**config.mk**
```make
export PLATFORM = sky130hd
export DESIGN_NAME = frost32_mmio_timer
export DESIGN_NICKNAME = d
export VERILOG_FILES = /design/src/rtl/frost32_mmio_timer.sv
export SDC_FILE = /design/constraint.sdc
export NUM_CORES = 1
export LEC_CHECK = 0
export BUFFER_PORTS_ARGS = -buffer_cell sky130_fd_sc_hd__clkbuf_2
export CORE_MARGIN = 3
export CORE_UTILIZATION = 48
export DETAILED_ROUTE_END_ITERATION = 10
export PLACE_DENSITY = 0.73
export SYNTH_ARGS = -nofsm -noshare
export SYNTH_HDL_FRONTEND = slang
export SYNTH_SLANG_ARGS = --single-unit
```
**constraint.sdc**
```tcl
create_clock -name clk -period 6.22 [get_ports clk]
set_clock_uncertainty 0.1 [all_clocks]
set_input_delay 0.622 -clock clk [delete_from_list [all_inputs] [get_ports clk]]
set_output_delay 0.622 -clock clk [all_outputs]
set_load 0.01 [all_outputs]
```
**src/rtl/frost32_mmio_timer.sv**
```systemverilog
// rtl/frost32_mmio_timer.sv - memory-mapped countdown timer on the Frost32 data bus
//
// Responds to CPU accesses that fall inside a small register window at BASE_ADDR
// (CTRL, COUNT, RELOAD, STATUS). It stalls the CPU for ACCESS_LATENCY cycles per
// access and drives a level interrupt when the counter expires.
//
// Optional feature macro: FROST32_TIMER_PRESCALER_EN
//   Adds the PRESCALE register at offset 0x10 so that COUNT ticks once every
//   PRESCALE+1 enabled cycles. When the macro is undefined, COUNT ticks every
//   enabled cycle and the window covers offsets 0x0..0xF only.
//
// Ports:
//   clk                     in   rising-edge clock
//   rst_n                   in   asynchronous active-low reset
//   req_mem_access          in   CPU access request
//   addr                    in   byte address
//   data_in                 in   CPU write data (sub-word data in the low bits)
//   data_inout_access_type  in   0 = read, 1 = write
//   data_inout_access_size  in   0 = 32-bit, 1 = 16-bit, 2 = 8-bit, 3 = 32-bit
//   data_out                out  read data, 0 unless finishing a read
//   wait_for_mem            out  CPU stall while the access is in progress
//   interrupt               out  registered expired & irq_en
//   selected                out  high while this block owns the current access
module frost32_mmio_timer #(
    parameter logic [31:0] BASE_ADDR      = 32'hFFFF_0000,
    parameter int unsigned ACCESS_LATENCY = 2
) (
    input  logic        clk,
    input  logic        rst_n,
    input  logic        req_mem_access,
    input  logic [31:0] addr,
    input  logic [31:0] data_in,
    input  logic        data_inout_access_type,
    input  logic [1:0]  data_inout_access_size,
    output logic [31:0] data_out,
    output logic        wait_for_mem,
    output logic        interrupt,
    output logic        selected
);

    localparam logic [1:0] ST_IDLE = 2'd0;
    localparam logic [1:0] ST_BUSY = 2'd1;
    localparam logic [1:0] ST_DONE = 2'd2;

`ifdef FROST32_TIMER_PRESCALER_EN
    localparam logic [31:0] WINDOW_BYTES = 32'd20;
    localparam logic [2:0]  LAST_WORD    = 3'd4;
`else
    localparam logic [31:0] WINDOW_BYTES = 32'd16;
    localparam logic [2:0]  LAST_WORD    = 3'd3;
`endif

    localparam logic [3:0] LAT_M1 = 4'(ACCESS_LATENCY - 1);

    logic [1:0]  state_q, state_d;
    logic [3:0]  busy_cnt_q, busy_cnt_d;
    logic [4:0]  off_q, off_d;
    logic        wr_q, wr_d;
    logic [1:0]  size_q, size_d;
    logic [31:0] wdata_q, wdata_d;
    logic [31:0] data_out_q, data_out_d;

    logic        en_q, en_d;
    logic        irq_en_q, irq_en_d;
    logic        auto_reload_q, auto_reload_d;
    logic [31:0] count_q, count_d;
    logic [31:0] reload_q, reload_d;
    logic        expired_q, expired_d;
    logic        irq_q, irq_d;
`ifdef FROST32_TIMER_PRESCALER_EN
    logic [15:0] prescale_q, prescale_d;
    logic [15:0] pre_cnt_q, pre_cnt_d;
`endif

    logic [31:0] addr_off;
    logic        hit;
    logic [4:0]  lane_shift;
    logic [31:0] lane_mask;
    logic        aligned;
    logic        mapped;
    logic [31:0] wr_lane;
    logic [31:0] reg_word;
    logic [31:0] rd_word;
    logic [31:0] merged;
    logic        commit;
    logic        do_wr;
    logic        tick_ok;
    logic        tick;
    logic        expire;

    // Unsigned subtraction makes addresses below BASE_ADDR wrap to large offsets,
    // so a single compare covers both ends of the window.
    assign addr_off = addr - BASE_ADDR;
    assign hit      = (addr_off < WINDOW_BYTES);

    // Lane selection, alignment and register mux for the latched access.
    always_comb begin
        lane_shift = {off_q[1:0], 3'b000};
        case (size_q)
            2'd1: begin
                lane_mask = 32'h0000_FFFF << lane_shift;
                aligned   = ~off_q[0];
            end
            2'd2: begin
                lane_mask = 32'h0000_00FF << lane_shift;
                aligned   = 1'b1;
            end
            default: begin
                lane_mask = 32'hFFFF_FFFF;
                aligned   = (off_q[1:0] == 2'b00);
            end
        endcase
        wr_lane = wdata_q << lane_shift;
        mapped  = (off_q[4:2] <= LAST_WORD);
        case (off_q[4:2])
            3'd0:    reg_word = {29'd0, auto_reload_q, irq_en_q, en_q};
            3'd1:    reg_word = count_q;
            3'd2:    reg_word = reload_q;
            3'd3:    reg_word = {31'd0, expired_q};
`ifdef FROST32_TIMER_PRESCALER_EN
            3'd4:    reg_word = {16'd0, prescale_q};
`endif
            default: reg_word = 32'd0;
        endcase
        rd_word = (aligned && mapped) ? ((reg_word & lane_mask) >> lane_shift) : 32'd0;
        merged  = (reg_word & ~lane_mask) | (wr_lane & lane_mask);
    end

    assign commit = (state_q == ST_BUSY) && (busy_cnt_q == 4'd0);
    assign do_wr  = commit && wr_q && aligned && mapped;

    // Bus handshake FSM.
    always_comb begin
        state_d    = state_q;
        busy_cnt_d = busy_cnt_q;
        off_d      = off_q;
        wr_d       = wr_q;
        size_d     = size_q;
        wdata_d    = wdata_q;
        data_out_d = 32'd0;
        case (state_q)
            ST_IDLE: begin
                if (req_mem_access && hit) begin
                    state_d    = ST_BUSY;
                    busy_cnt_d = LAT_M1;
                    off_d      = addr_off[4:0];
                    wr_d       = data_inout_access_type;
                    size_d     = data_inout_access_size;
                    wdata_d    = data_in;
                end
            end
            ST_BUSY: begin
                if (busy_cnt_q == 4'd0) begin
                    state_d    = ST_DONE;
                    data_out_d = wr_q ? 32'd0 : rd_word;
                end else begin
                    busy_cnt_d = busy_cnt_q - 4'd1;
                end
            end
            default: state_d = ST_IDLE;
        endcase
    end

    // Counter, expiry and register writes. CPU writes are applied after the tick
    // so a COUNT or CTRL write overrides the tick; a STATUS clear loses to expiry.
    always_comb begin
        en_d          = en_q;
        irq_en_d      = irq_en_q;
        auto_reload_d = auto_reload_q;
        count_d       = count_q;
        reload_d      = reload_q;
        expired_d     = expired_q;
        irq_d         = expired_q & irq_en_q;
`ifdef FROST32_TIMER_PRESCALER_EN
        prescale_d = prescale_q;
        pre_cnt_d  = pre_cnt_q;
        tick_ok    = (pre_cnt_q == prescale_q);
        if (!en_q) begin
            pre_cnt_d = 16'd0;
        end else if (count_q != 32'd0) begin
            pre_cnt_d = tick_ok ? 16'd0 : pre_cnt_q + 16'd1;
        end
`else
        tick_ok = 1'b1;
`endif
        tick   = en_q && (count_q != 32'd0) && tick_ok;
        expire = tick && (count_q == 32'd1);
        if (tick) begin
            count_d = expire ? (auto_reload_q ? reload_q : 32'd0) : count_q - 32'd1;
        end
        if (expire) begin
            expired_d = 1'b1;
            if (!auto_reload_q) begin
                en_d = 1'b0;
            end
        end
        if (do_wr) begin
            case (off_q[4:2])
                3'd0: begin
                    en_d          = merged[0];
                    irq_en_d      = merged[1];
                    auto_reload_d = merged[2];
                end
                3'd1: begin
                    count_d = merged;
`ifdef FROST32_TIMER_PRESCALER_EN
                    pre_cnt_d = 16'd0;
`endif
                end
                3'd2: reload_d = merged;
                3'd3: begin
                    if (lane_mask[0] && wr_lane[0] && !expire) begin
                        expired_d = 1'b0;
                    end
                end
`ifdef FROST32_TIMER_PRESCALER_EN
                3'd4: prescale_d = merged[15:0];
`endif
                default: ;
            endcase
        end
    end

    always_ff @(posedge clk or negedge rst_n) begin
        if (!rst_n) begin
            state_q       <= ST_IDLE;
            busy_cnt_q    <= 4'd0;
            off_q         <= 5'd0;
            wr_q          <= 1'b0;
            size_q        <= 2'd0;
            wdata_q       <= 32'd0;
            data_out_q    <= 32'd0;
            en_q          <= 1'b0;
            irq_en_q      <= 1'b0;
            auto_reload_q <= 1'b0;
            count_q       <= 32'd0;
            reload_q      <= 32'd0;
            expired_q     <= 1'b0;
            irq_q         <= 1'b0;
`ifdef FROST32_TIMER_PRESCALER_EN
            prescale_q    <= 16'd0;
            pre_cnt_q     <= 16'd0;
`endif
        end else begin
            state_q       <= state_d;
            busy_cnt_q    <= busy_cnt_d;
            off_q         <= off_d;
            wr_q          <= wr_d;
            size_q        <= size_d;
            wdata_q       <= wdata_d;
            data_out_q    <= data_out_d;
            en_q          <= en_d;
            irq_en_q      <= irq_en_d;
            auto_reload_q <= auto_reload_d;
            count_q       <= count_d;
            reload_q      <= reload_d;
            expired_q     <= expired_d;
            irq_q         <= irq_d;
`ifdef FROST32_TIMER_PRESCALER_EN
            prescale_q    <= prescale_d;
            pre_cnt_q     <= pre_cnt_d;
`endif
        end
    end

    assign data_out     = data_out_q;
    assign wait_for_mem = (state_q == ST_BUSY);
    assign selected     = (state_q != ST_IDLE);
    assign interrupt    = irq_q;

endmodule
```
==> out/qor.json <==
{
  "status": "finished, final reports clean",
  "hold_viol_final": 0,
  "synthCells": 910,
  "maximum_number_of_pins_on_one_net_before_global_route_repair": 102,
  "io_buffers": 104,
  "cts-buffers-inserted": 17,
  "routed_wl_mm": 27.52,
  "syn_nets": 987,
  "worst_slew_margin_rel": 0.2434,
  "rrSetupSlack_ps": 2740,
  "utilization": 0.5586,
  "max-clock-path-buffers": 2,
  "critical_path_peak_fanout": 27,
  "dp_hpwl_mm": 19.54,
  "finalSetupViolations": 0,
  "cts-hold-fix-buffers": 0,
  "die-height_um": 140.1,
  "ys_warn_count": 0,
  "finalMaxSlewViolations": 0,
  "tns_ps": 0,
  "cts_setup_buffers": 0,
  "floorplan.rows": 48,
  "internal_power_mw": 1.591,
  "switching_power_uw": 461.3,
  "cts.root.buffer_cell": "sky130_fd_sc_hd__clkbuf_16",
  "clkSinkCount": 147,
  "slowest_stage": "sky130_fd_sc_hd__dfrtp_1",
  "first_global_vias": 7443,
  "coreArea_um2": 17480,
  "irDropWorstVdd_uv": 247.1,
  "die_width_um": 140.1,
  "static-leakage-power_nw": 4.367,
  "synth_area_leaders": "sky130_fd_sc_hd__dfrtp_1, sky130_fd_sc_hd__mux2_2, sky130_fd_sc_hd__nand2_1",
  "fillCellCount": 1553,
  "share_comb_of_total_power": 0.020,
  "worstMarginPinSlew_ps": 1131,
  "crit_required_ps": 6450,
  "post_cts_resize_count": 0,
  "globalRouteTotalUtil": 0.2811,
  "drt-pass1-iter-count": 9,
  "num-nets-final": 1044,
  "critical_path.startpoint_type": "register",
  "worstSetupEndpointType": "register",
  "netlist-cell-type-count": 80,
  "drt-initial-drc-count": 1047,
  "synthFlopType": "sky130_fd_sc_hd__dfrtp_1",
  "drc_errors": 0,
  "cp.arrival_ps": 3710,
  "floorplan.initialDensity": 0.4938,
  "clkTransAtPathRegs_ps": 60,
  "global_route.overflow_total": 0,
  "htree_levels": 4,
  "synth_seq_cells": 147,
  "synthesis.area_um2": 8630,
  "post-route-cell-area_um2": 9763,
  "post_route_fraction_of_the_period_consumed_by_the_critical_path": 0.5602,
  "post_drt_wl_per_cell_um": 22.84,
  "postPlaceCellArea_um2": 9164,
  "detailroute.via_count": 7974,
  "synthArstFlopShare": 1.000,
  "max_stage_delay_ps": 870,
  "destination_of_the_worst_register_to_register_timing_path": "data_out[13]$_DFF_PN0_",
  "number_of_antenna_violations_at_the_first_check_in_global_routing": 0,
  "sw_frac_of_total": 0.2248,
  "total_power_mw": 2.052,
  "launch_instance_of_the_worst_register_to_register_path": "off_q[0]$_DFFE_PN0P_",
  "ant_nets": 0,
  "rsz_0062_raised_after_global_routing": "false",
  "dieArea_um2": 19620,
  "flow.area_growth_from_synthesis_pct": 13.14,
  "power_frac_seq": 0.466,
  "finalCriticalPeriod_ps": 3485,
  "yosys.area.top_type_share": 0.4263,
  "drv.max_cap_violation_count": 0,
  "route.detailed.vias_per_inst": 6.617,
  "clock_share_of_power": 0.514,
  "cts_tree": "yes",
  "critical_path_cell_sequence": "buf_4, nor2b_1, a211oi_2, nor2_1, nand3_1, a21oi_1",
  "gp_congestion": 1.009,
  "clock_insertion_delay_worst_skew_ps": 440,
  "worstHoldPathType": "input port to asynchronous set/reset pin",
  "ioPinCount": 105,
  "drive_above_1_share": 0.2582,
  "synth_enable_flop_cells": 0,
  "reg2reg_depth": 6,
  "worstSetupPathType": "register to register",
  "grt_pass1_wl_mm": 43.39,
  "timing.fmax_mhz": 287.0,
  "power-per-cell-area_nw_per_um2": 210.2,
  "number_of_antenna_cells_inserted": 0,
  "synth_sequential_area_ratio": 0.4263,
  "synth_largest_area_cell": "sky130_fd_sc_hd__dfrtp_1",
  "syn_area_per_cell_um2": 9.483
}
==> how the worst max path moves through the flow <==
| stage | depth (start not counted) | startpoint | endpoint | slack (ps) |
|---|---|---|---|---|
| 6_report | 6 | off_q[0]$_DFFE_PN0P_ | data_out[13]$_DFF_PN0_ | 2740 |
| 5_1_grt | 7 | off_q[0]$_DFFE_PN0P_ | data_out[9]$_DFF_PN0_ | 2650 |
| 4_1_cts | 6 | off_q[0]$_DFFE_PN0P_ | data_out[13]$_DFF_PN0_ | 2930 |
| 3_5_place_dp | 6 | off_q[1]$_DFFE_PN0P_ | data_out[9]$_DFF_PN0_ | 2960 |
| 2_1_floorplan | 9 | size_q[0]$_DFFE_PN0P_ | reload_q[26]$_DFFE_PN0P_ | 3670 |
| 3_3_place_gp | 7 | off_q[0]$_DFFE_PN0P_ | data_out[9]$_DFF_PN0_ | 2990 |
==> final cells by class <==
cell class / count / area (um^2) / area share
multi-input combinational: 670 / 4533 / 0.4643
inverter: 16 / 60.06 / 0.006151
clock buffer: 19 / 452.9 / 0.04639
tap: 225 / 281.5 / 0.02884
clock inverter: 13 / 146.4 / 0.01499
sequential: 147 / 3680 / 0.3769
timing repair buffer: 115 / 609.3 / 0.06241
==> stage by stage <==
stage,cells,hold WS [ps],worst slack (ps)
after floorplan,910,226.4,3675
after global placement,1173,388.4,2994
after detailed placement,1173,391.0,2959
after CTS,1205,254.9,2928
after global routing,1205,293.3,2652
final,1205,155.1,2735
==> power groups by stage <==
stage	registers, mW	logic [mW]	clock network (mW)
after floorplan	0.974	0.00146	0
after global placement	0.974	0.0433	0
after detailed placement	0.974	0.0435	0
after CTS	0.956	0.0437	1.06
after global routing	0.956	0.0490	1.10
final	0.956	0.0420	1.05
==> Yosys cell counts (all sizes together) (20+ instances only) <==
cell      n
dfrtp   147
nand2    89
mux2     67
o21ai    62
a21oi    61
nor2     61
clkbuf   47
a22oi    37
buf      29
nand3    23
nor3     20
==> registers in the layout (all words and copies together) (netlist names), 2 cells and up <==
name / flops
reload_q: 32
off_q: 5
size_q: 2
wdata_q: 32
state_q: 2
data_out: 32
busy_cnt_q: 4
count_q: 32
==> placed cells by master, fill, tap and decap left out, types with 13 or more instances in the layout <==
cell type and n:
sky130_fd_sc_hd__clkbuf_2 103, sky130_fd_sc_hd__nand2_1 89, sky130_fd_sc_hd__mux2_2 66, sky130_fd_sc_hd__o21ai_0 57, sky130_fd_sc_hd__a21oi_1 61, sky130_fd_sc_hd__inv_1 15, sky130_fd_sc_hd__o22ai_1 14, sky130_fd_sc_hd__a31oi_1 14
sky130_fd_sc_hd__a22oi_1 37, sky130_fd_sc_hd__and3_1 13, sky130_fd_sc_hd__mux2i_1 19, sky130_fd_sc_hd__nor3_1 19, sky130_fd_sc_hd__nor2_1 60, sky130_fd_sc_hd__nand3_1 23, sky130_fd_sc_hd__dfrtp_1 146, sky130_fd_sc_hd__nor4_1 13
sky130_fd_sc_hd__clkbuf_16 17
==> routing by layer <==
metal	up-vias	wire, um	track usage
met5	-	0	0
met4	0	1029	0.09230
met3	89	3067	0.07853
met2	539	12270	0.4244
met1	3863	11160	0.3937
li1	3483	-	-
==> cell families (layout without fill, tap and decap cells) <==
logic type | count (synthesis) | in the layout | share of synthesized area
simple gates | 308 | 308 | 0.1928
compound gates | 259 | 259 | 0.1937
flops | 147 | 147 | 0.4263
buf+inv | 93 | 163 | 0.04944
mux | 91 | 91 | 0.1225
fa+ha+maj | 7 | 7 | 0.01015
xor+xnor | 5 | 5 | 0.005076
==> critical path: cells and delay by family (launching register included) <==
family / cells / cell delay (ps)
DFF: 1 / 870
and+or+nand+nor: 3 / 1340
buffers and inverters: 1 / 380
AOI/OAI and AO/OA: 2 / 680
(Power assumes the default switching activity.)
